==> config.mk <==
export PLATFORM = sky130hd
export DESIGN_NAME = fpga_dbg_indicator
export DESIGN_NICKNAME = d
export VERILOG_FILES = /design/src/rtl/fpga_dbg_pkg.sv /design/src/rtl/fpga_dbg_channel.sv /design/src/rtl/fpga_dbg_indicator.sv
export SDC_FILE = /design/constraint.sdc
export NUM_CORES = 1
export LEC_CHECK = 0
export ABC_AREA = 1
export CORE_ASPECT_RATIO = 1.2
export CORE_MARGIN = 8
export CORE_UTILIZATION = 45
export DETAILED_ROUTE_END_ITERATION = 8
export DONT_BUFFER_PORTS = 1
export PLACE_DENSITY = 0.7
export SLEW_MARGIN = 10
export SYNTH_ARGS = -nofsm -noshare
export SYNTH_HDL_FRONTEND = slang
export SYNTH_SLANG_ARGS = --single-unit
==> constraint.sdc <==
create_clock -name clk_i -period 2.6 [get_ports clk_i]
set_input_delay 0.65 -clock clk_i [delete_from_list [all_inputs] [get_ports clk_i]]
set_output_delay 0.65 -clock clk_i [all_outputs]
set_load 0.01 [all_outputs]
==> src/rtl/fpga_dbg_pkg.sv <==
// Shared types and width helpers for the debug-indicator channels.
package fpga_dbg_pkg;

    typedef enum logic [1:0] {
        DBG_PASS    = 2'b00,
        DBG_STRETCH = 2'b01,
        DBG_TOGGLE  = 2'b10,
        DBG_BLINK   = 2'b11
    } dbg_mode_e;

    localparam int DBG_STRETCH_CYCLES_DEF = 2500000;
    localparam int DBG_BLINK_HALF_DEF     = 250000;

    // Counter width able to hold 0..n-1; never narrower than one bit.
    function automatic int dbg_cnt_width(input int n);
        return (n > 1) ? $clog2(n) : 1;
    endfunction

    localparam int DBG_TIMER_W_DEF = dbg_cnt_width(DBG_STRETCH_CYCLES_DEF);

endpackage

==> src/rtl/fpga_dbg_channel.sv <==
// One debug channel: synchroniser, rising-edge event, LED mode logic and
// a saturating event counter.
module fpga_dbg_channel
    import fpga_dbg_pkg::*;
#(
    parameter int   SYNC_STAGES    = 2,
    parameter logic ACT_LOW        = 1'b0,
    parameter int   STRETCH_CYCLES = DBG_STRETCH_CYCLES_DEF,
    parameter int   CNT_W          = 16
) (
    input  logic             clk,
    input  logic             srst,
    input  logic             dbg,
    input  logic [1:0]       mode,
    input  logic             cnt_clr,
    input  logic             blink_phase,
    output logic             led,
    output logic             evt,
    output logic [CNT_W-1:0] evt_cnt
);

    localparam int               TIMER_W    = dbg_cnt_width(STRETCH_CYCLES);
    localparam logic [TIMER_W-1:0] TIMER_LOAD = TIMER_W'(STRETCH_CYCLES - 1);
    localparam logic [CNT_W-1:0] CNT_MAX    = '1;

    logic [SYNC_STAGES-1:0] sync_reg;
    logic                   act_reg;
    logic                   act_prev_reg;
    logic                   evt_reg;
    logic                   evt_next;
    logic                   led_reg;
    logic                   led_next;
    logic [TIMER_W-1:0]     timer_reg;
    logic [TIMER_W-1:0]     timer_next;
    logic [CNT_W-1:0]       cnt_reg;
    logic [CNT_W-1:0]       cnt_next;
    dbg_mode_e              mode_reg;
    dbg_mode_e              mode_cur;

    assign mode_cur = dbg_mode_e'(mode);
    assign evt_next = act_reg & ~act_prev_reg;

    // Synchroniser resets to the inactive level so reset release never
    // looks like an edge.
    always_ff @(posedge clk) begin
        if (srst) begin
            sync_reg     <= {SYNC_STAGES{ACT_LOW}};
            act_reg      <= 1'b0;
            act_prev_reg <= 1'b0;
            evt_reg      <= 1'b0;
        end else begin
            sync_reg     <= {sync_reg[SYNC_STAGES-2:0], dbg};
            act_reg      <= sync_reg[SYNC_STAGES-1] ^ ACT_LOW;
            act_prev_reg <= act_reg;
            evt_reg      <= evt_next;
        end
    end

    always_comb begin
        led_next   = led_reg;
        timer_next = timer_reg;
        cnt_next   = cnt_reg;

        if (cnt_clr) begin
            cnt_next = '0;
        end else if (evt_next && (cnt_reg != CNT_MAX)) begin
            cnt_next = cnt_reg + CNT_W'(1);
        end

        // A mode change wipes the LED state; any coincident event is only counted.
        if (mode_cur != mode_reg) begin
            led_next   = 1'b0;
            timer_next = '0;
        end else begin
            case (mode_cur)
                DBG_PASS: begin
                    led_next   = act_reg;
                    timer_next = '0;
                end
                DBG_STRETCH, DBG_BLINK: begin
                    if (evt_next) begin
                        timer_next = TIMER_LOAD;
                        led_next   = 1'b1;
                    end else if (timer_reg != '0) begin
                        timer_next = timer_reg - TIMER_W'(1);
                        led_next   = 1'b1;
                    end else begin
                        led_next   = 1'b0;
                    end
                end
                DBG_TOGGLE: begin
                    if (evt_next) begin
                        led_next = ~led_reg;
                    end
                end
                default: begin
                    led_next = 1'b0;
                end
            endcase
        end
    end

    always_ff @(posedge clk) begin
        if (srst) begin
            led_reg   <= 1'b0;
            timer_reg <= '0;
            cnt_reg   <= '0;
            mode_reg  <= DBG_PASS;
        end else begin
            led_reg   <= led_next;
            timer_reg <= timer_next;
            cnt_reg   <= cnt_next;
            mode_reg  <= mode_cur;
        end
    end

    // In blink mode led_reg marks the active window; the shared phase gates it.
    assign led     = (mode_reg == DBG_BLINK) ? (led_reg & blink_phase) : led_reg;
    assign evt     = evt_reg;
    assign evt_cnt = cnt_reg;

endmodule

==> src/rtl/fpga_dbg_indicator.sv <==
// Debug-indicator top: NUM_CH independent channels plus the blink prescaler
// shared by all of them so blinking LEDs stay phase-aligned.
module fpga_dbg_indicator
    import fpga_dbg_pkg::*;
#(
    parameter int                NUM_CH         = 4,
    parameter int                SYNC_STAGES    = 2,
    parameter logic [NUM_CH-1:0] ACT_LOW_MASK   = 4'b0011,
    parameter int                STRETCH_CYCLES = DBG_STRETCH_CYCLES_DEF,
    parameter int                BLINK_HALF     = DBG_BLINK_HALF_DEF,
    parameter int                CNT_W          = 16
) (
    input  logic                      clk_i,
    input  logic                      rst_i,
    input  logic [NUM_CH-1:0]         dbg_i,
    input  logic [2*NUM_CH-1:0]       mode_i,
    input  logic [NUM_CH-1:0]         cnt_clr_i,
    output logic [NUM_CH-1:0]         led_o,
    output logic [NUM_CH-1:0]         evt_o,
    output logic [NUM_CH*CNT_W-1:0]   evt_cnt_o
);

    localparam int               PRE_W    = dbg_cnt_width(BLINK_HALF);
    localparam logic [PRE_W-1:0] PRE_LAST = PRE_W'(BLINK_HALF - 1);

    logic [PRE_W-1:0] pre_reg;
    logic             phase_reg;

    always_ff @(posedge clk_i) begin
        if (rst_i) begin
            pre_reg   <= '0;
            phase_reg <= 1'b0;
        end else if (pre_reg == PRE_LAST) begin
            pre_reg   <= '0;
            phase_reg <= ~phase_reg;
        end else begin
            pre_reg   <= pre_reg + PRE_W'(1);
        end
    end

    genvar gi;
    generate
        for (gi = 0; gi < NUM_CH; gi++) begin : g_ch
            fpga_dbg_channel #(
                .SYNC_STAGES    (SYNC_STAGES),
                .ACT_LOW        (ACT_LOW_MASK[gi]),
                .STRETCH_CYCLES (STRETCH_CYCLES),
                .CNT_W          (CNT_W)
            ) u_ch (
                .clk         (clk_i),
                .srst        (rst_i),
                .dbg         (dbg_i[gi]),
                .mode        (mode_i[2*gi +: 2]),
                .cnt_clr     (cnt_clr_i[gi]),
                .blink_phase (phase_reg),
                .led         (led_o[gi]),
                .evt         (evt_o[gi]),
                .evt_cnt     (evt_cnt_o[gi*CNT_W +: CNT_W])
            );
        end
    endgenerate

endmodule
==> reports/results.ini <==
[finish]
fillers = 2514
largest_reg_flops = 88
antenna_cells = 0
layout-drive-gt1-share = 0.06902
final_common_cell = nand2_1
layout.nets = 1765
area_growth_pct = 8.515
layout_common_cells = nand2_1, nor2_1, dfxtp_1

[pwr]
seqPwrFrac = 0.329
finalPower_mw = 10.49
leakagePower_nw = 5.083
irDropWorstVdd_mv = 0.5231
p_int_mw = 6.564
switching_share = 0.3743
p_per_area_nw_per_um2 = 852.3
combPwrFrac = 0.360
switching_power_mw = 3.927
clockPowerShare = 0.311

[cts]
cts_tree = done
clock_latency_ns = 0.51
clock_sinks = 203
ctsHoldBuffers = 0
cts_buffers = 24
clk_pin_slew_ns = 0.06
cts_setup_buffers = 0
cts_htree_levels = 1
cts_root_buf = clkbuf_16
ctsResizeCount = 0
cts_max_path_buffers = 3

[global_routing]
grt_max_degree = 38
track_usage = 0.1801
grt_pass1_vias = 10480
grt_antenna_before_repair = 0
grt_pass1_wl_um = 48200
grt_overflow = 0

[drt]
drt-wirelength-per-cell_um = 13.26
drt_iter0_drc = 548
ant_nets = 0
drtPass1Iterations = 7
drc = 0
vias = 10840
finalWirelength_um = 27550
viasPerCell = 5.215

[floorplan]
die-area_um2 = 30560
start_util = 0.4583
boundaryPins = 90
die_height_um = 189.9
row_count = 63
chipWidth_um = 160.9
core_area_um2 = 24750

[yosys]
yosysSeqAreaShare = 0.3583
yosys_warnings = 0
synthArstFlopShare = 0
synth_nets = 1774
ys_types = 42
synth_edf_count = 0
synth_flop_cell = dfxtp_1
synth_area_um2 = 11340
ys_seq_elements = 203
syn_area_per_cell_um2 = 6.493
synth_cells = 1747

[timing]
post-route-period-util = 0.8071
period_needed_ns = 2.099
hold_violations = 0
fin_setup_tns_ns = 0
clock_skew_ns = 0.01114
maxSlewViolCount = 0
rsz0062_at_grt = false
max_slew_margin = 0.4843
max_freq_mhz = 476.5
tightest_slew_ns = 0.7707
setup_viol_count_final = 0

[setup_path]
crit_path_end_kind = flop
path_delay_family = simple AND/OR/NAND/NOR gates
critPathRequiredTime_ns = 3.05
path_class = reg2reg
cpMaxStageDelayCell = nand2_2
setup.worst_path.start = g_ch[0].u_ch.timer_reg[0]$_SDFFE_PP0P_
path_cells = inv_1 -> ha_1 -> nand2_1 -> nor2_2 -> nand2_1 -> nor2_2 -> nand2_1 -> nand2_2 -> nand2_2 -> nand2_1 -> nand2_1 -> nor2_1
slowest_delay_ns = 0.33
arrival_ns = 2.54
cp_num_buf_inv = 1
cp_max_fo = 21
startpoint_type = flop
r2r_start = g_ch[0].u_ch.timer_reg[0]$_SDFFE_PP0P_
crit_path_frequent_cell = nand2_1

[hold_path]
hold_class = in2reg
hold_path_startpoint = rst_i

[place]
io_buffers = 0
gp_congestion = 0.8743
dp_hpwl_um = 20000

[job]
max_cap_viol_count = 0

[status]
status = complete, no violations

## Yosys cell counts (2+ instances only)
cell / number / area (um^2)
nor4_4: 4 / 85.08
inv_2: 9 / 33.78
nand2_2: 11 / 68.82
mux2i_1: 2 / 20.02
nand4_1: 23 / 143.9
o211ai_1: 3 / 22.52
xor2_1: 25 / 219.0
ha_1: 9 / 112.6
nor2_4: 6 / 67.56
nand3b_1: 10 / 75.07
clkbuf_1: 13 / 48.80
xnor2_1: 13 / 113.9
or2_2: 10 / 62.56
nand3_1: 183 / 915.9
a31oi_1: 11 / 68.82
nand2_4: 5 / 56.30
nor2_2: 12 / 75.07
dfxtp_1: 203 / 4064
a21oi_1: 145 / 725.7
inv_1: 192 / 720.7
nand3_2: 5 / 50.05
clkinv_1: 3 / 11.26
nor2_1: 272 / 1021
o21ai_0: 71 / 355.3
nor3b_1: 13 / 97.59
and2_1: 2 / 12.51
o21bai_1: 3 / 22.52
buf_4: 15 / 112.6
nand2_1: 417 / 1565
nor3_1: 26 / 130.1
buf_2: 10 / 50.05
buf_6: 10 / 112.6
a21oi_2: 2 / 17.52
## power by group through the flow
stage               clock (mW)  sequential, mW  combinational (mW)
finish                    3.26            3.45                3.78
global route              3.51            3.47                4.36
CTS                       3.37            3.45                3.77
detailed placement           0            3.51                3.75
global placement             0            3.51                3.69
floorplan                    0            3.46                3.23
## area by class of cell
type / instances / area, um^2 / share of cell area
Inverter: 205 / 770.7 / 0.06261
Sequential cell: 203 / 4064 / 0.3301
Clock inverter: 5 / 28.78 / 0.002338
Tap cell: 325 / 406.6 / 0.03304
Timing Repair Buffer: 13 / 97.59 / 0.007928
Multi-Input combinational cell: 1291 / 6185 / 0.5024
Clock buffer: 36 / 757.0 / 0.06150
## metal layers
layer  global-route usage  wire length (um)  share of wire  vias to the layer above
met2               0.3283             13290           0.48                      221
li1                     -                 -              -                     5603
met4              0.06526               819          0.030                        0
met3              0.04497              1819          0.066                       63
met5                    0                 0              0                        -
met1               0.1989             11620           0.42                     4949
## final timing paths
| check | end | slack, ns | cells past startpoint |
|---|---|---|---|
| max | g_ch[0].u_ch.timer_reg[16]$_SDFFE_PP0P_ | 0.50 | 12 |
| min | g_ch[2].u_ch.evt$_SDFF_PP0_ | 0.21 | 1 |
| max reg2reg | g_ch[0].u_ch.timer_reg[16]$_SDFFE_PP0P_ | 0.50 | 12 |
| min reg2reg | g_ch[1].u_ch.act_reg$_SDFF_PP0_ | 0.38 | 1 |
## cells by family after synthesis
| group | count (synthesis) | share of synthesized area |
|---|---|---|
| DFF | 203 | 0.3583 |
| buffers and inverters | 253 | 0.09651 |
| xor gates and xnor gates | 38 | 0.02934 |
| AOI/OAI and AO/OA | 238 | 0.1090 |
| adders and majority gates | 9 | 0.009927 |
| and+or+nand+nor | 1004 | 0.3952 |
| muxes | 2 | 0.001765 |
## per-stage QoR
| step | setup slack, ns | area [um^2] | util | hold WS, ns | std cells |
|---|---|---|---|---|---|
| floorplan | 0.8670 | 11340 | - | 0.3627 | 1747 |
| global route | 0.2414 | 12310 | 0.4973 | 0.1922 | 2078 |
| global placement | 0.6371 | 11520 | 0.4656 | 0.3748 | 2037 |
| detailed placement | 0.5377 | 11520 | 0.4656 | 0.3685 | 2037 |
| finish | 0.5014 | 12310 | 0.4973 | 0.2113 | 2078 |
| CTS | 0.4901 | 12310 | 0.4973 | 0.1933 | 2078 |
(Power assumes the default switching activity.)
